==> src/rtl/mat_stream_ctrl_if.sv <==
// Stream and engine-side signal bundle for mat_stream_ctrl.
// master: the controller's view; slave: the host/engine environment's view.
interface mat_stream_ctrl_if #(
  parameter int unsigned width = 32,
  parameter int unsigned n     = 3
);
  logic [width-1:0]       in_data;
  logic                   in_valid;
  logic                   in_ready;
  logic [width-1:0]       out_data;
  logic                   out_valid;
  logic                   out_ready;
  logic [n*n*width-1:0]   mm_a;
  logic [n*n*width-1:0]   mm_b;
  logic                   mm_start;
  logic [n*n*width-1:0]   mm_c;
  logic                   mm_done;
  logic                   busy;

  modport master (
    input  in_data, in_valid, out_ready, mm_c, mm_done,
    output in_ready, out_data, out_valid, mm_a, mm_b, mm_start, busy
  );

  modport slave (
    output in_data, in_valid, out_ready, mm_c, mm_done,
    input  in_ready, out_data, out_valid, mm_a, mm_b, mm_start, busy
  );
endinterface

==> src/rtl/mat_stream_ctrl.sv <==
// Serial-to-parallel front end and parallel-to-serial back end for the
// matrix-multiply engine: loads A then B element by element, starts the
// engine, waits for a fresh done, captures C and streams it out row-major.
module mat_stream_ctrl #(
  parameter int unsigned width = 32,
  parameter int unsigned n     = 3
) (
  input  logic              clk,
  input  logic              rst,
  mat_stream_ctrl_if.master bus
);
  localparam int unsigned   NN   = n * n;
  localparam int unsigned   CW   = $clog2(NN + 1);
  localparam int unsigned   IW   = (NN > 1) ? $clog2(NN) : 1;
  localparam logic [CW-1:0] LAST = CW'(NN - 1);

  typedef enum logic [2:0] {
    S_LOAD_A,
    S_LOAD_B,
    S_START,
    S_WAIT,
    S_UNLOAD
  } state_t;

  state_t           state_q, state_d;
  logic [CW-1:0]    cnt_q;
  logic [width-1:0] a_q [NN];
  logic [width-1:0] b_q [NN];
  logic [width-1:0] c_q [NN];
  logic             arm_q;
  logic             in_ready_q, in_ready_d;
  logic             out_valid_q, out_valid_d;
  logic             start_q, start_d;
  logic             busy_q, busy_d;
  logic             in_fire, out_fire, cnt_last;

  // Handshake qualifiers; only registered flags gate the transfers
  always_comb begin
    in_fire  = bus.in_valid && in_ready_q;
    out_fire = out_valid_q && bus.out_ready;
    cnt_last = (cnt_q == LAST);
  end

  // State register
  always_ff @(posedge clk) begin
    if (!rst) state_q <= S_LOAD_A;
    else      state_q <= state_d;
  end

  // Next-state logic
  always_comb begin
    state_d = state_q;
    case (state_q)
      S_LOAD_A: if (in_fire && cnt_last)       state_d = S_LOAD_B;
      S_LOAD_B: if (in_fire && cnt_last)       state_d = S_START;
      S_START:                                 state_d = S_WAIT;
      S_WAIT:   if (arm_q && bus.mm_done)      state_d = S_UNLOAD;
      S_UNLOAD: if (out_fire && cnt_last)      state_d = S_LOAD_A;
      default:                                 state_d = S_LOAD_A;
    endcase
  end

  // Output decode of the upcoming state, so every flag is a clean register
  always_comb begin
    in_ready_d  = (state_d == S_LOAD_A) || (state_d == S_LOAD_B);
    out_valid_d = (state_d == S_UNLOAD);
    start_d     = (state_d == S_START);
    busy_d      = (state_d == S_START) || (state_d == S_WAIT);
  end

  // Registered control outputs
  always_ff @(posedge clk) begin
    if (!rst) begin
      in_ready_q  <= 1'b0;
      out_valid_q <= 1'b0;
      start_q     <= 1'b0;
      busy_q      <= 1'b0;
    end else begin
      in_ready_q  <= in_ready_d;
      out_valid_q <= out_valid_d;
      start_q     <= start_d;
      busy_q      <= busy_d;
    end
  end

  // Element counter, operand/result storage and stale-done arm flag
  always_ff @(posedge clk) begin
    if (!rst) begin
      cnt_q <= '0;
      arm_q <= 1'b0;
      for (int unsigned i = 0; i < NN; i++) begin
        a_q[IW'(i)] <= '0;
        b_q[IW'(i)] <= '0;
        c_q[IW'(i)] <= '0;
      end
    end else begin
      case (state_q)
        S_LOAD_A: if (in_fire) begin
          a_q[cnt_q[IW-1:0]] <= bus.in_data;
          cnt_q <= cnt_last ? '0 : cnt_q + CW'(1);
        end
        S_LOAD_B: if (in_fire) begin
          b_q[cnt_q[IW-1:0]] <= bus.in_data;
          cnt_q <= cnt_last ? '0 : cnt_q + CW'(1);
        end
        S_START: begin
          arm_q <= 1'b0;
          cnt_q <= '0;
        end
        S_WAIT: begin
          // a done level still high from the previous job must drop first
          if (!bus.mm_done) arm_q <= 1'b1;
          if (arm_q && bus.mm_done) begin
            for (int unsigned i = 0; i < NN; i++)
              c_q[IW'(i)] <= bus.mm_c[i*width +: width];
            cnt_q <= '0;
          end
        end
        S_UNLOAD: if (out_fire) begin
          cnt_q <= cnt_last ? '0 : cnt_q + CW'(1);
        end
        default: cnt_q <= '0;
      endcase
    end
  end

  // Flatten storage onto the engine buses and drive the stream outputs
  always_comb begin
    bus.mm_a = '0;
    bus.mm_b = '0;
    for (int unsigned i = 0; i < NN; i++) begin
      bus.mm_a[i*width +: width] = a_q[IW'(i)];
      bus.mm_b[i*width +: width] = b_q[IW'(i)];
    end
    bus.out_data  = c_q[cnt_q[IW-1:0]];
    bus.in_ready  = in_ready_q;
    bus.out_valid = out_valid_q;
    bus.mm_start  = start_q;
    bus.busy      = busy_q;
  end
endmodule

==> src/flat_wrapper.sv <==
// flat-port wrapper written by rule: the top's interface ports become plain ports
module mat_stream_ctrl_flat 
#(
  parameter int unsigned width = 32,
  parameter int unsigned n     = 3
)
  (clk, rst, bus_in_data, bus_in_valid, bus_out_ready, bus_mm_c, bus_mm_done, bus_in_ready, bus_out_data, bus_out_valid, bus_mm_a, bus_mm_b, bus_mm_start, bus_busy);
  mat_stream_ctrl_if #(.width(width), .n(n)) bus_i ();
  input  logic clk;
  input  logic rst;
  input wire logic [$bits(bus_i.in_data)-1:0] bus_in_data;
  input wire logic [$bits(bus_i.in_valid)-1:0] bus_in_valid;
  input wire logic [$bits(bus_i.out_ready)-1:0] bus_out_ready;
  input wire logic [$bits(bus_i.mm_c)-1:0] bus_mm_c;
  input wire logic [$bits(bus_i.mm_done)-1:0] bus_mm_done;
  output wire logic [$bits(bus_i.in_ready)-1:0] bus_in_ready;
  output wire logic [$bits(bus_i.out_data)-1:0] bus_out_data;
  output wire logic [$bits(bus_i.out_valid)-1:0] bus_out_valid;
  output wire logic [$bits(bus_i.mm_a)-1:0] bus_mm_a;
  output wire logic [$bits(bus_i.mm_b)-1:0] bus_mm_b;
  output wire logic [$bits(bus_i.mm_start)-1:0] bus_mm_start;
  output wire logic [$bits(bus_i.busy)-1:0] bus_busy;
  assign bus_i.in_data = bus_in_data;
  assign bus_i.in_valid = bus_in_valid;
  assign bus_i.out_ready = bus_out_ready;
  assign bus_i.mm_c = bus_mm_c;
  assign bus_i.mm_done = bus_mm_done;
  assign bus_in_ready = bus_i.in_ready;
  assign bus_out_data = bus_i.out_data;
  assign bus_out_valid = bus_i.out_valid;
  assign bus_mm_a = bus_i.mm_a;
  assign bus_mm_b = bus_i.mm_b;
  assign bus_mm_start = bus_i.mm_start;
  assign bus_busy = bus_i.busy;
  mat_stream_ctrl #(.width(width), .n(n)) u_core (.clk(clk), .rst(rst), .bus(bus_i));
endmodule
==> config.mk <==
export PLATFORM = sky130hd
export DESIGN_NAME = mat_stream_ctrl_flat
export DESIGN_NICKNAME = d
export VERILOG_FILES = /design/src/rtl/mat_stream_ctrl_if.sv /design/src/rtl/mat_stream_ctrl.sv /design/src/flat_wrapper.sv
export SDC_FILE = /design/constraint.sdc
export NUM_CORES = 1
export LEC_CHECK = 0
export CORE_AREA = 2 2 367 369
export DETAILED_ROUTE_END_ITERATION = 12
export DIE_AREA = 0 0 369 371
export DONT_BUFFER_PORTS = 1
export HOLD_SLACK_MARGIN = 0.15
export PLACE_DENSITY = 0.39
export SETUP_SLACK_MARGIN = 0.15
export SLEW_MARGIN = 20
export SYNTH_ARGS = -nofsm -noshare
export SYNTH_HDL_FRONTEND = slang
export SYNTH_SLANG_ARGS = --single-unit
==> constraint.sdc <==
create_clock -name clk -period 8.6 [get_ports clk]
set_clock_uncertainty 0.15 [all_clocks]
set_input_delay 0.43 -clock clk [delete_from_list [all_inputs] [get_ports clk]]
set_output_delay 0.43 -clock clk [all_outputs]
set_load 0.005 [all_outputs]
==> flow_metrics.tcl, run 1 <==
set metrics [dict create \
    finalWorstSetupSlack_ns 4.03 \
    fill_cells 12800 \
    p_int_w 0.00763 \
    ys.flop_type "edfxtp_1" \
    layout.nets 2852 \
    syn-cell-area_sq_um 35000 \
    multi_input_area_sq_um 8280 \
    period_needed_ns 4.57 \
    die_w_microns 369 \
    cts_buffers 100 \
    drtIter0Drc 2096 \
    critical_path_required_ns 8.77 \
    crit_path_frequent_cell "buf_16" \
    hold_violations 0 \
    path_cells "dlygate4sd3_1, buf_16, buf_16, nand2b_1, nor4_4, nand2_1, nor3_4, buf_8, nand2b_2" \
    area_growth_pct 27.6 \
    hpwl_microns 93600 \
    ir_drop_uv 150 \
    die_h_microns 371 \
    outcome "finished clean" \
    setup_viol 0 \
    ctsRootBufferMaster "clkbuf_16" \
    synthArstFlopShare_pct 0 \
    drive_above_1_share_pct 12.5 \
    period_share_pct 53.2 \
    p_comb_share_pct 5.1 \
    drc_errors 0 \
    hold_path_startpoint "rst" \
    numPortBuffers 0 \
    fmax_mhz 219 \
    cts_tree "done" \
    cts_htree_levels 3 \
    fin_area_sq_um 44700 \
    numClockSinks 880 \
    p_clk_share_pct 44.8 \
    synthCells 2185 \
    tightest_slew_ns 1.22 \
    clk_pin_slew_worst_paths_ns 0.06 \
    routed_wl_microns 141000 \
    hold_path_end "u_core.c_q[6][11]" \
    grt_pass1_vias 21100 \
    seq_area_sq_um 26300 \
    r2r_cells 7 \
    clock_latency_ns 0.72 \
    postRouteAntennaNets 0 \
    pre_cts_ws_ns 4.06 \
    cp.arrival_ns 4.74 \
    ys_seq_elements 880 \
    p_per_area_nw_per_um2 223 \
    fp.dieArea_sq_um 137000 \
    cp_max_fo 234 \
    p_switching_w 0.00233 \
    holdBufCountCts 375 \
    end_kind "flop" \
    yosysWarnings 0 \
    hold_path.class "input port to flop" \
    relSlewSlack_pct 18.2 \
    syn_nets 2514 \
    setup.worst_path.start_class "input port" \
    synth.avg_cell_area_sq_um 16.0 \
    total_power_w 0.00996 \
    cts_resized 0 \
    r2r_start "u_core.state_q[0]" \
    worstReg2RegEnd "u_core.c_q[1][28]" \
    grt.overflow.total 0 \
    seq_area_frac_synth_pct 75.0 \
    synth_cell_types 33 \
    wl_per_cell_microns 32.1 \
    placed_area_sq_um 37100 \
    cts_setup_buffers 0 \
    gr-usage-all-layers_pct 20.0 \
    vias 20500 \
    pin_count 937 \
    maxSlewViolCount 0 \
    cap_violations 0 \
    drtPass1Iterations 5 \
    cellLeakagePower_nw 16.9 \
    initial_core_util_pct 26.4 \
    slowest_delay_ns 0.72 \
    netSwitchingFraction_pct 23.4 \
    cts.path.max_buffers 3 \
    rrSetupSlack_ns 4.06 \
    grt_pass1_wl_microns 188000 \
    rsz0062_at_grt "false" \
    critical_path_class "input port to flop" \
    grt_max_degree 301 \
    viasPerCell 4.66 \
    min_path_cells 1 \
    critical_path.slowest_cell "nand2b_2" \
    final.setup.tns_ns 0 \
    globalplace.congestion 0.819 \
    p_seq_share_pct 50.0 \
    num_rows 134 \
    antenna_found_initial 48 \
    coreArea_sq_um 133000 \
    synth-edff-count 864 \
]
cell families (layout without fill, tap and decap cells):
group | Yosys count | count (layout) | share of synthesized area [%]
buffers and inverters | 187 | 608 | 2.05
and+or+nand+nor | 955 | 955 | 16.7
adders and majority gates | 4 | 4 | 0.143
other | 0 | 18 | 0
muxes | 97 | 97 | 5.06
AOI/OAI and AO/OA | 61 | 61 | 0.986
DFF | 880 | 880 | 75.0
xor gates and xnor gates | 1 | 1 | 0.0250
registers in the layout, indices dropped and copies added, names as in the netlist, named ones only:
| register | count |
|---|---|
| u_core.a_q | 288 |
| u_core.arm_q | 1 |
| u_core.b_q | 288 |
| u_core.bus.busy | 1 |
| u_core.bus.in_ready | 1 |
| u_core.bus.mm_start | 1 |
| u_core.bus.out_valid | 1 |
| u_core.c_q | 288 |
| u_core.cnt_q | 4 |
| u_core.state_q | 3 |
how the worst max path moves through the flow:
stage	startpoint	end	slack [ns]
after floorplan	u_core.state_q[1]	u_core.c_q[0][0]	3.09
after global placement	u_core.state_q[0]	u_core.c_q[2][23]	4.20
after detailed placement	u_core.state_q[0]	u_core.c_q[1][23]	4.06
after CTS	u_core.state_q[0]	u_core.c_q[2][23]	4.08
after global routing	rst	u_core.a_q[1][6]	3.57
final	rst	u_core.a_q[1][6]	4.03
synth_stat cells (all sizes together), types with 2 or more instances:
master / number / area [sq um]
a32o: 2 / 20.0
mux4: 64 / 1440
nand2b: 10 / 62.6
clkbuf: 164 / 616
o21ai: 46 / 230
mux2i: 33 / 330
and2: 578 / 3620
nor2b: 2 / 12.5
inv: 5 / 18.8
dfxtp: 16 / 320
nand2: 44 / 165
nand3: 2 / 10.0
buf: 18 / 82.6
edfxtp: 864 / 25900
and3: 290 / 1810
ha: 4 / 50.1
nor2: 19 / 71.3
a21oi: 5 / 25.0
o31ai: 2 / 15.0
nor3: 6 / 50.1
routing by layer:
layer | global-route usage (%) | up-vias | part of all wire, %
met5 | 0 | - | 0.019
li1 | - | 8678 | -
met2 | 32.3 | 1082 | 48
met1 | 24.1 | 10500 | 38
met3 | 8.03 | 183 | 11
met4 | 6.92 | 4 | 3.1
cell type report:
class	count	share of cell area [%]
antenna	18	0.101
clock buffer	118	5.75
clock inverter	67	1.85
inverter	5	0.0420
multi-input combinational	1118	18.5
sequential	880	58.8
tap	1768	4.95
timing repair buffer	418	9.93
through the flow:
stage	utilization (%)	hold WS (ns)	cells
after floorplan	-	0.361	2185
after global placement	27.9	0.388	3808
after detailed placement	27.9	0.387	3809
after CTS	33.5	0.153	4369
after global routing	33.6	0.162	4382
final	33.6	0.160	4392
power by group through the flow:
stage / clock network [W] / registers (W) / logic, W
after floorplan: 0 / 0.00500 / 0.000174
after global placement: 0 / 0.00508 / 0.000226
after detailed placement: 0 / 0.00507 / 0.000230
after CTS: 0.00457 / 0.00499 / 0.000516
after global routing: 0.00472 / 0.00499 / 0.000538
final: 0.00447 / 0.00498 / 0.000510
placed cells by master, fill, tap and decap left out, drive strengths merged, types with 2 or more instances in the layout:
| master | Yosys | final |
|---|---|---|
| a21oi | 5 | 5 |
| a32o | 2 | 2 |
| and2 | 578 | 578 |
| and3 | 290 | 290 |
| buf | 18 | 68 |
| bufinv | 0 | 14 |
| clkbuf | 164 | 118 |
| clkinv | 0 | 42 |
| clkinvlp | 0 | 6 |
| dfxtp | 16 | 16 |
| diode | 0 | 18 |
| dlygate4sd3 | 0 | 350 |
| edfxtp | 864 | 864 |
| ha | 4 | 4 |
| inv | 5 | 10 |
| mux2i | 33 | 33 |
| mux4 | 64 | 64 |
| nand2 | 44 | 44 |
| nand2b | 10 | 10 |
| nand3 | 2 | 2 |
| nor2 | 19 | 19 |
| nor2b | 2 | 2 |
| nor3 | 6 | 6 |
| o21ai | 46 | 46 |
| o31ai | 2 | 2 |
critical path: cells and delay by family:
family	cells	cell delay, ns
buffers and inverters	4	1.62
and+or+nand+nor	5	2.41
(Power assumes the default switching activity.)
==> run 2: changes to the inputs <==
==> constraint.sdc (replaced) <==
create_clock -name clk -period 4 [get_ports clk]
set_clock_uncertainty 0.15 [all_clocks]
set_input_delay 0.2 -clock clk [delete_from_list [all_inputs] [get_ports clk]]
set_output_delay 0.2 -clock clk [all_outputs]
set_load 0.005 [all_outputs]
==> run 2 against run 1 <==
First-iteration DRC count is 12% higher. Via count rose by 7.4%. Global-route usage increased by 0.58 points. Clock power up 110%. Routed wire length is 2.7% higher. Setup slack lost 3.7 ns. Non-clock buffer count up 348. Sequential cell count is the same. Combinational power rose by 120%. Register-to-register slack lost 3.7 ns. Critical path type is now flop to flop. Largest cell class unchanged. Largest power group unchanged. Highest routed layer unchanged.
==> flow_metrics.tcl, run 2 (synthesis results as in run 1) <==
set metrics [dict create \
    outcome "finished clean" \
    busiest_layer "met2" \
    fmax_mhz 274 \
    cp.arrival_ns 3.85 \
    numClockSinks 880 \
    viasPerCell 4.64 \
    drc_errors 0 \
    end_kind "flop" \
    area_growth_pct 37.6 \
    cts_htree_levels 3 \
    maxSlewViolCount 0 \
    fp.dieArea_sq_um 137000 \
    drtPass1Iterations 5 \
    critical_path_required_ns 4.21 \
    grt.overflow.total 0 \
    coreArea_sq_um 133000 \
    rsz0062_at_grt "false" \
    antenna_found_initial 24 \
    cts_tree "done" \
    p_int_w 0.0165 \
    p_seq_share_pct 50.0 \
    period_share_pct 91.1 \
    use_met1_pct 24.7 \
    vias 22000 \
    grt_pass1_vias 22800 \
    setup.worst_path.start_class "flop" \
    hpwl_microns 94800 \
    drtIter0Drc 2354 \
    cap_violations 0 \
    tightest_slew_ns 1.21 \
    ir_drop_uv 314 \
    pin_count 937 \
    ctsRootBufferMaster "clkbuf_16" \
    p_switching_w 0.00499 \
    drive_above_1_share_pct 11.9 \
    numPortBuffers 0 \
    finalWorstSetupSlack_ns 0.354 \
    cts.path.max_buffers 3 \
    critPathTopFamily "simple AND/OR/NAND/NOR gates" \
    p_comb_share_pct 5.3 \
    met3_usage_pct 7.60 \
    fin_util_pct 36.3 \
    globalplace.congestion 0.845 \
    die_h_microns 371 \
    setup_viol 0 \
    cts_buffers 100 \
    hold_violations 0 \
    wl_per_cell_microns 30.5 \
    slowest_delay_ns 0.72 \
    crit_path_frequent_cell "nand2_1" \
    critical_path_class "flop to flop" \
    final_common_cell "edfxtp_1" \
    top_regs "u_core.a_q: 288 flops, u_core.b_q: 288 flops, u_core.c_q: 288 flops" \
    die_w_microns 369 \
    path_cells "nand2_1, nor4_4, nand2_1, nor3_4, nand2b_2, dlygate4sd3_1, buf_4" \
    hold_path.class "input port to flop" \
    critical_path.slowest_cell "dlygate4sd3_1" \
    layout.nets 3200 \
    p_per_area_nw_per_um2 445 \
    clock_latency_ns 0.71 \
    final.setup.tns_ns 0 \
    met2_usage_pct 34.1 \
    num_rows 134 \
    gr-usage-all-layers_pct 20.5 \
    postRouteAntennaNets 0 \
    initial_core_util_pct 26.4 \
    final_cell_mix "edfxtp_1 (864), dlygate4sd3_1 (673), and2_1 (578)" \
    netSwitchingFraction_pct 23.3 \
    pre_cts_ws_ns 0.763 \
    cellLeakagePower_nw 19.3 \
    clk_pin_slew_worst_paths_ns 0.06 \
    p_clk_share_pct 44.7 \
    cp_max_fo 20 \
    crit_buf_inv 2 \
    routed_wl_microns 145000 \
    grt_max_degree 290 \
    relSlewSlack_pct 19.1 \
    period_needed_ns 3.65 \
    grt_pass1_wl_microns 196000 \
]
-- run 2: final cells by class --
class	instances	area, sq um
clock buffers	115	2580
clock inverters	68	802
fillers	12600	84600
multi-input cells	1118	8280
inverters	5	18.8
flip-flops and latches	880	26300
well taps	1768	2210
repair buffers	766	7970
diodes	15	37.5
-- run 2: through the flow --
stage,power (W),cell area (sq um),hold WS (ns),std cells
floorplan,0.0111,35000,0.248,2185
global placement,0.0114,37300,0.251,3830
detailed placement,0.0114,37300,0.254,3830
CTS,0.0217,48100,0.151,4720
finish,0.0215,48200,0.119,4735
global route,0.0221,48200,0.212,4727
-- run 2: timing repair --
item                                   4_1_cts  5_1_grt
resized for setup                            0        1
setup endpoints to repair                    0       26
buffers inserted                             0        0
hold buffers                               707        1
endpoints found under the hold margin     1498       32
-- run 2: final timing paths --
path | to | slack (ns) | startpoint | cells past startpoint
worst max register to register | u_core.a_q[2][31] | 0.35 | u_core.bus.in_ready | 7
worst min-delay path | u_core.b_q[4][7] | 0.12 | rst | 2
worst max-delay path | u_core.a_q[2][31] | 0.35 | u_core.bus.in_ready | 7
worst min register to register | u_core.state_q[0] | 0.56 | u_core.state_q[1] | 2
-- run 2: power groups by stage --
stage / sequential, W / combinational, W / clock (W)
floorplan: 0.0107 / 0.000375 / 0
global placement: 0.0109 / 0.000498 / 0
detailed placement: 0.0109 / 0.000507 / 0
CTS: 0.0107 / 0.00116 / 0.00984
global route: 0.0107 / 0.00120 / 0.0102
finish: 0.0107 / 0.00114 / 0.00959
-- run 2: per-layer routing --
layer,part of all wire (%),vias to the layer above
met3,10,188
met5,0.021,-
met2,48,1126
met1,39,11300
met4,2.6,4
li1,-,9369
==> run 3: changes to the inputs <==
--- a/config.mk
+++ b/config.mk
@@ -5,12 +5,14 @@
 export SDC_FILE = /design/constraint.sdc
 export NUM_CORES = 1
 export LEC_CHECK = 0
-export CORE_AREA = 2 2 367 369
+export CELL_PAD_IN_SITES_DETAIL_PLACEMENT = 1
+export CELL_PAD_IN_SITES_GLOBAL_PLACEMENT = 2
+export CORE_AREA = 2 2 361 363
 export DETAILED_ROUTE_END_ITERATION = 12
-export DIE_AREA = 0 0 369 371
+export DIE_AREA = 0 0 363 365
 export DONT_BUFFER_PORTS = 1
 export HOLD_SLACK_MARGIN = 0.15
-export PLACE_DENSITY = 0.39
+export PLACE_DENSITY = 0.54
 export SETUP_SLACK_MARGIN = 0.15
 export SLEW_MARGIN = 20
 export SYNTH_ARGS = -nofsm -noshare
==> run 3 against run 2 <==
Critical path depth unchanged. Clock-buffer cell count rose by 6. Non-clock buffer count fell by 19. Critical path type unchanged. Setup slack better by 0.078 ns. Hold slack improved by 0.16 ns. Largest power group unchanged. Combinational power about the same. Fmax rose by 2.2%. Power fell by 0.52%.
==> flow_metrics.tcl, run 3 (synthesis results as in run 1) <==
set metrics [dict create \
    hold_path.class "input port to flop" \
    met2_usage_pct 36.5 \
    dpl.cell_count 3731 \
    wl_per_cell_microns 32.2 \
    r2r_cells 7 \
    cp.arrival_ns 3.73 \
    use_met1_pct 24.6 \
    crit_buf_inv 2 \
    slowest_delay_ns 0.55 \
    holdBufCountCts 692 \
    crit_cells 7 \
    pin_count 937 \
    outcome "finished clean" \
    maxSlewViolCount 0 \
    cts_resized 0 \
    fmax_mhz 280 \
    drc_errors 0 \
    setup.worst_path.start_class "flop" \
    period_share_pct 89.2 \
    cellLeakagePower_nw 19.1 \
    critical_path_class "flop to flop" \
    cts_htree_levels 3 \
    numPortBuffers 0 \
    coreArea_sq_um 129000 \
    ctsRootBufferMaster "clkbuf_16" \
    relSlewSlack_pct 22.2 \
    die_h_microns 365 \
    p_per_area_nw_per_um2 446 \
    critical_path_required_ns 4.16 \
    cts_tree "done" \
    tightest_slew_ns 1.16 \
    ir_drop_uv 350 \
    fp.dieArea_sq_um 132000 \
    globalplace.congestion 0.814 \
    fin_area_sq_um 47800 \
    instances_no_fill 4632 \
    grt_pass1_wl_microns 202000 \
    routed_wl_microns 149000 \
    critPathTopFamily "simple AND/OR/NAND/NOR gates" \
    layout.nets 3183 \
    vias 22200 \
    clk_pin_slew_worst_paths_ns 0.06 \
    grt_pass1_vias 23800 \
    final_common_cell "edfxtp_1" \
    cts_setup_buffers 0 \
    num_rows 132 \
    antenna_found_initial 27 \
    period_needed_ns 3.57 \
    top_regs "u_core.a_q: 288 flops, u_core.b_q: 288 flops, u_core.c_q: 288 flops" \
    cap_violations 0 \
    critical_path.slowest_cell "dlygate4sd3_1" \
    initial_core_util_pct 27.2 \
    setup_viol 0 \
    numClockSinks 880 \
    cts_buffers 102 \
    min_path_cells 2 \
    hold_violations 0 \
    grt_max_degree 292 \
    drtPass1Iterations 5 \
    final_cell_mix "edfxtp_1 (864), dlygate4sd3_1 (666), and2_1 (578)" \
    gr-usage-all-layers_pct 21.9 \
    drive_above_1_share_pct 11.5 \
    cts.path.max_buffers 3 \
    clock_latency_ns 0.71 \
    area_growth_pct 36.6 \
    grt.overflow.total 0 \
    postRouteAntennaNets 0 \
    met3_usage_pct 10.0 \
    drtIter0Drc 2148 \
    placed_area_sq_um 37200 \
    cp_max_fo 32 \
    busiest_layer "met2" \
    end_kind "flop" \
    die_w_microns 363 \
    rsz0062_at_grt "false" \
    total_power_w 0.0213 \
    viasPerCell 4.78 \
    path_cells "nand2b_1, nor4_4, nand2_1, nor3_4, nand2b_2, dlygate4sd3_1, buf_4" \
    fill_cells 13100 \
    final.setup.tns_ns 0 \
    hpwl_microns 95200 \
]
==> run 3: cell count changes in the layout (fill, tap and decap cells not counted), sizes merged <==
cell         previous run  this run
inv                     9        13
clkinvlp                4         0
bufinv                 14        10
buf                    93        81
dlygate4sd3           673       666
clkinv                 46        47
clkbuf                115       121
diode                  15        21
==> run 3: metal layers <==
| metal | part of all wire, % | wire, microns | vias up |
|---|---|---|---|
| li1 | - | - | 9342 |
| met1 | 37 | 54700 | 11500 |
| met2 | 49 | 72700 | 1064 |
| met3 | 11 | 16700 | 238 |
| met4 | 3.4 | 5130 | 6 |
| met5 | 0.023 | 35 | - |
==> run 3: worst paths after layout <==
| check | endpoint | slack (ns) | from |
|---|---|---|---|
| max | u_core.a_q[3][1] | 0.43 | u_core.state_q[2] |
| min | u_core.c_q[8][29] | 0.28 | rst |
| max reg2reg | u_core.a_q[3][1] | 0.43 | u_core.state_q[2] |
| min reg2reg | u_core.state_q[1] | 0.60 | u_core.arm_q |
==> run 3: area by class of cell <==
cell class	count	area (sq um)	share of cell area, %
flip-flops and latches	880	26300	55.0
multi-input cells	1118	8290	17.3
repair buffers	747	7720	16.2
clock buffers	121	2650	5.53
well taps	1675	2100	4.38
clock inverters	65	711	1.49
diodes	21	52.6	0.110
inverters	5	18.8	0.0393
==> run 3: worst reg2reg max path, delay by kind of cell (launching register included) <==
kind / cells / cell delay (ns)
simple gates: 5 / 1.61
flops: 1 / 0.47
buf+inv: 2 / 0.93
==> run 3: through the flow <==
step                      setup slack, ns  hold slack [ns]  util [%]
after global routing                0.176            0.205      37.1
after global placement              0.941            0.247      28.9
after CTS                           0.373            0.158      37.1
after floorplan                     0.117            0.248         -
after detailed placement            0.897            0.256      28.9
final                               0.432            0.279      37.2
==> run 3: where the power goes <==
part / switching [W] / leakage [nW] / internal [W] / total (W)
combinational: 0.000666 / 8.42 / 0.000445 / 0.00111
clock: 0.00409 / 1.65 / 0.00541 / 0.00950
sequential: 0.000294 / 9.06 / 0.0104 / 0.0107
total: 0.00505 / 19.1 / 0.0163 / 0.0213
